### src/rtl/fifo_v2.sv
// Synchronous FIFO with optional fall-through bypass, threshold flags and
// sticky overflow/underflow indicators.
module fifo_v2 #(
   parameter int unsigned DATA_WIDTH   = 32,
   parameter int unsigned DEPTH        = 8,
   parameter bit          FALL_THROUGH = 1'b0,
   parameter int unsigned ALM_FULL_TH  = DEPTH - 1,
   parameter int unsigned ALM_EMPTY_TH = 1,
   localparam int unsigned ADDR_W      = ($clog2(DEPTH) > 1) ? $clog2(DEPTH) : 1,
   localparam int unsigned CNT_W       = $clog2(DEPTH + 1)
) (
   input  logic                  clk_i,
   input  logic                  rst_ni,
   input  logic                  flush_i,
   input  logic [DATA_WIDTH-1:0] data_i,
   input  logic                  push_i,
   output logic [DATA_WIDTH-1:0] data_o,
   input  logic                  pop_i,
   output logic                  full_o,
   output logic                  empty_o,
   output logic                  almost_full_o,
   output logic                  almost_empty_o,
   output logic [CNT_W-1:0]      usage_o,
   output logic                  overflow_o,
   output logic                  underflow_o
);

   logic [DATA_WIDTH-1:0] mem [DEPTH];
   logic [ADDR_W-1:0]     wptr, rptr;
   logic [CNT_W-1:0]      count;
   logic                  overflow_q, underflow_q;
   logic                  cnt_zero, bypass, pass_thru, wr_en, rd_en;

   // Explicit wrap so non-power-of-two depths never index past DEPTH-1.
   function automatic logic [ADDR_W-1:0] ptr_inc(input logic [ADDR_W-1:0] p);
      return (p == ADDR_W'(DEPTH - 1)) ? '0 : p + 1'b1;
   endfunction

   always_comb begin
      cnt_zero       = (count == '0);
      full_o         = (count == CNT_W'(DEPTH));
      bypass         = FALL_THROUGH && cnt_zero && push_i;
      empty_o        = cnt_zero && !bypass;
      pass_thru      = bypass && pop_i;
      wr_en          = push_i && !full_o && !pass_thru;
      rd_en          = pop_i && !cnt_zero;
      data_o         = bypass ? data_i : mem[rptr];
      almost_full_o  = (count >= CNT_W'(ALM_FULL_TH));
      almost_empty_o = (count <= CNT_W'(ALM_EMPTY_TH));
      usage_o        = count;
      overflow_o     = overflow_q;
      underflow_o    = underflow_q;
   end

   always_ff @(posedge clk_i or negedge rst_ni) begin
      if (!rst_ni) begin
         for (int unsigned i = 0; i < DEPTH; i++) mem[i] <= '0;
      end else if (wr_en && !flush_i) begin
         mem[wptr] <= data_i;
      end
   end

   always_ff @(posedge clk_i or negedge rst_ni) begin
      if (!rst_ni) begin
         wptr        <= '0;
         rptr        <= '0;
         count       <= '0;
         overflow_q  <= 1'b0;
         underflow_q <= 1'b0;
      end else if (flush_i) begin
         wptr        <= '0;
         rptr        <= '0;
         count       <= '0;
         overflow_q  <= 1'b0;
         underflow_q <= 1'b0;
      end else begin
         if (wr_en) wptr <= ptr_inc(wptr);
         if (rd_en) rptr <= ptr_inc(rptr);
         if (wr_en && !rd_en)      count <= count + 1'b1;
         else if (rd_en && !wr_en) count <= count - 1'b1;
         if (push_i && full_o)  overflow_q  <= 1'b1;
         if (pop_i && empty_o)  underflow_q <= 1'b1;
      end
   end

endmodule

### config.mk
export PLATFORM = sky130hd
export DESIGN_NAME = fifo_v2
export DESIGN_NICKNAME = d
export VERILOG_FILES = /design/src/rtl/fifo_v2.sv
export SDC_FILE = /design/constraint.sdc
export NUM_CORES = 1
export LEC_CHECK = 0
export CAP_MARGIN = 25
export CORE_ASPECT_RATIO = 0.8
export CORE_MARGIN = 2
export CORE_UTILIZATION = 55
export CTS_CLUSTER_DIAMETER = 50
export DETAILED_ROUTE_END_ITERATION = 8
export PLACE_DENSITY = 0.79
export SLEW_MARGIN = 15
export SYNTH_ARGS = -nofsm -noshare
export SYNTH_HDL_FRONTEND = slang
export SYNTH_SLANG_ARGS = --single-unit
### constraint.sdc
create_clock -name clk_i -period 3.4 [get_ports clk_i]
set_clock_uncertainty 0.05 [all_clocks]
set_input_delay 0.68 -clock clk_i [delete_from_list [all_inputs] [get_ports clk_i]]
set_output_delay 0.68 -clock clk_i [all_outputs]
set_load 0.005 [all_outputs]
==> metrics <==
initial core utilization 56.15%; Critical Path RT 2.67 ns; post-synth top area cell dfrtp_1; Diodes inserted 0; # rows 48; Seq/Total Area, Yosys 55.24%; clk_lat worst skew 0.53 ns; Tot GR Track Use 22.85%; DRC 0; clock buffer depth 3; Hold WC Path Type in2async; Sink Count 268; Detailed Route Iter0 Violations 394; cell count after synthesis 747; Max Fclk 302.5 MHz; fraction of layout cells with a size suffix above 1 51.46%; Layout area overhead 18.24%; TritonRoute pass-1 iters 4; YS warnings 0; post-route antenna net violation count 0; CP arrival 2.58 ns; core area 0.02162 mm2; total grt overflow 0; R2R Path End mem[62]; Reg2Reg Setup Slack 0.79 ns; slowest CP cell mux4_2; pin count of the biggest net entering global routing 90; Fin. Hold Viols 0; Power Internal 7.294 mW; Clock transition at path regs 0.06 ns; area share of the largest cell type after synthesis 55.24%; via count 6805; worst hold margin 0.09734 ns; final setup fails 0; ys async rst share 100.0%; Comb power frac 25.5%; Synth Flop Type dfrtp_1; Bufs and invs on worst path 2; Util after Layout 66.39%; element type at the critical path start flop; Avg Cell Area, Syn 16.25 um2; Cell variety after synth 32; P_sw 2.488 mW; cells on worst reg2reg path 8; worst r2r src usage_o[1]; Synth Register Bits 268; layout net count 881; Slew @ Worst Pin 1.069 ns; H-tree levels 1; initial antenna violation count 1; Worst Path Class, Setup reg2out; number of global-route vias before repair 7535; Syn Nets 792; Max-cap violations 0; outcome finished clean; width of the die 170.1 um; VDD IR max 0.0003668 V; fin. max-slew vios 0; cell family with most CP delay multiplexers; Top Ports 79; die height 136.9 um; IO buf count 78; Worst path max stage delay 0.52 ns; pwr/cell area 681.5 mW/mm2; Clock Power Share 32.1%; GPL Wtd Cong 0.8697; final worst-path cycle share 97.24%; CP endpoint kind output pin; CTS tree done; cell types occupying the most area after synthesis dfrtp_1 (55%), mux2_2 (27%), mux4_2 (12%), buf_2 (1.2%), ha_1 (0.82%); fillcell total 1439; Slew HR 28.74%; Leakage Power 6.600 nW; drt via density 6.022; DIE AREA 0.02328 mm2; number of synthesized flops with an enable pin 0; Critical Path Fanout Max 19; Seq pwr share 42.4%; Switching Fraction 25.44%; register area 0.006713 mm2; Post-DP HPWL 15750 um; first-pass GRT wire length 41260 um; Detailed Route WL 25560 um; CTS Buf Count 28; Avg WL per Cell 22.62 um; Mapped Area 0.01214 mm2; worst-path cell chain buf_16 > mux4_2 > mux2_2 > clkdlybuf4s50_1; Root Buffer Master clkbuf_16; TNS Setup 0 ns; minimum clock period 3.306 ns; setup bufs post-CTS 0; area occupied by multi-input gates 0.005238 mm2
-- power by group through the flow --
stage / logic, mW / registers (mW) / clock network, mW
2_1_floorplan: 1.57 / 4.04 / 0
3_3_place_gp: 2.39 / 4.11 / 0
3_5_place_dp: 2.48 / 4.18 / 0
4_1_cts: 2.50 / 4.13 / 3.20
5_1_grt: 2.69 / 4.21 / 3.33
6_report: 2.50 / 4.14 / 3.14
-- timing repair --
item / CTS / global route
gates resized for setup: 0 / 5
hold endpoints to repair: 0 / 0
setup endpoints to repair: 0 / 16
hold buffers: 0 / 0
-- cells in the final DEF (no fill, tap or decap), types with 3 or more instances in the layout --
| master | n |
|---|---|
| ha_1 | 8 |
| buf_12 | 4 |
| nor2b_1 | 5 |
| a21oi_1 | 8 |
| bufinv_16 | 3 |
| clkbuf_1 | 4 |
| mux2_2 | 290 |
| inv_6 | 3 |
| clkbuf_16 | 30 |
| nand3_1 | 3 |
| dfrtp_1 | 265 |
| nor2_1 | 8 |
| clkinv_2 | 3 |
| inv_1 | 3 |
| nand2_1 | 11 |
| buf_4 | 19 |
| mux4_2 | 64 |
| buf_8 | 3 |
| nand2_2 | 6 |
| clkdlybuf4s50_1 | 77 |
| clkbuf_8 | 5 |
| nand2b_1 | 3 |
-- metal layers --
layer,global-route usage (%),vias to the layer above,part of all wire [%]
met4,5.033,0,1.8
met1,31.65,3614,45
met5,0,-,0
met2,38.46,151,49
met3,3.991,43,4.6
li1,-,2997,-
-- stage by stage --
step	std cells	instance area, um2	setup WS [ns]	power [mW]
6_report	1130	14360	0.09370	9.782
5_1_grt	1130	14360	-0.0009870	10.23
4_1_cts	1129	14310	0.02251	9.823
3_5_place_dp	1080	13350	0.5996	6.661
3_3_place_gp	1080	13350	0.6035	6.505
2_1_floorplan	747	12140	0.9495	5.607
-- Yosys cell counts (2+ instances only) --
master,n
ha_1,8
dfrtp_1,268
or3_1,2
nand2_1,17
mux4_2,64
nand3_1,5
and4b_1,2
nor3_1,2
nor2b_1,5
buf_2,30
inv_1,3
nor2_1,8
mux2_2,290
nand2b_1,3
buf_1,3
clkbuf_1,13
a221oi_1,2
a21oi_1,8
-- worst reg2reg max path, delay by kind of cell, from the launching register on --
family / cells / cell delay [ns]
flip-flops: 1 / 0.50
AND/OR/NAND/NOR: 3 / 0.67
buffers and inverters: 3 / 0.61
adder cells (fa/ha/maj): 1 / 0.31
multiplexers: 1 / 0.36
-- final cells by class --
type                            count  area share (%)
Clock buffer                       38           5.639
Sequential cell                   268           46.76
Clock inverter                     11           1.037
Timing Repair Buffer              105           7.600
Tap cell                          275           2.397
Multi-Input combinational cell    430           36.49
Inverter                            3         0.07845
-- cells by family after synthesis --
group	after synthesis	share of synthesized area, %
multiplexers	354	38.77
flip-flops	268	55.24
buffers and inverters	49	1.824
AND/OR/NAND/NOR	49	2.309
AO/OA/AOI/OAI	19	1.031
adder cells (fa/ha/maj)	8	0.8245
-- how the worst max path moves through the flow --
stage	cells after the start	end	from
finish	4	data_o[15]	rptr[0]
global placement	4	data_o[15]	rptr[0]
global route	4	data_o[15]	rptr[0]
CTS	4	data_o[15]	rptr[0]
floorplan	3	data_o[10]	rptr[0]
detailed placement	4	data_o[15]	rptr[0]
-- sequential cells by signal (all words and copies together) (netlist names) --
name,count
overflow_o,1
mem,256
usage_o,4
wptr,3
rptr,3
underflow_o,1
(Power assumes the default switching activity.)
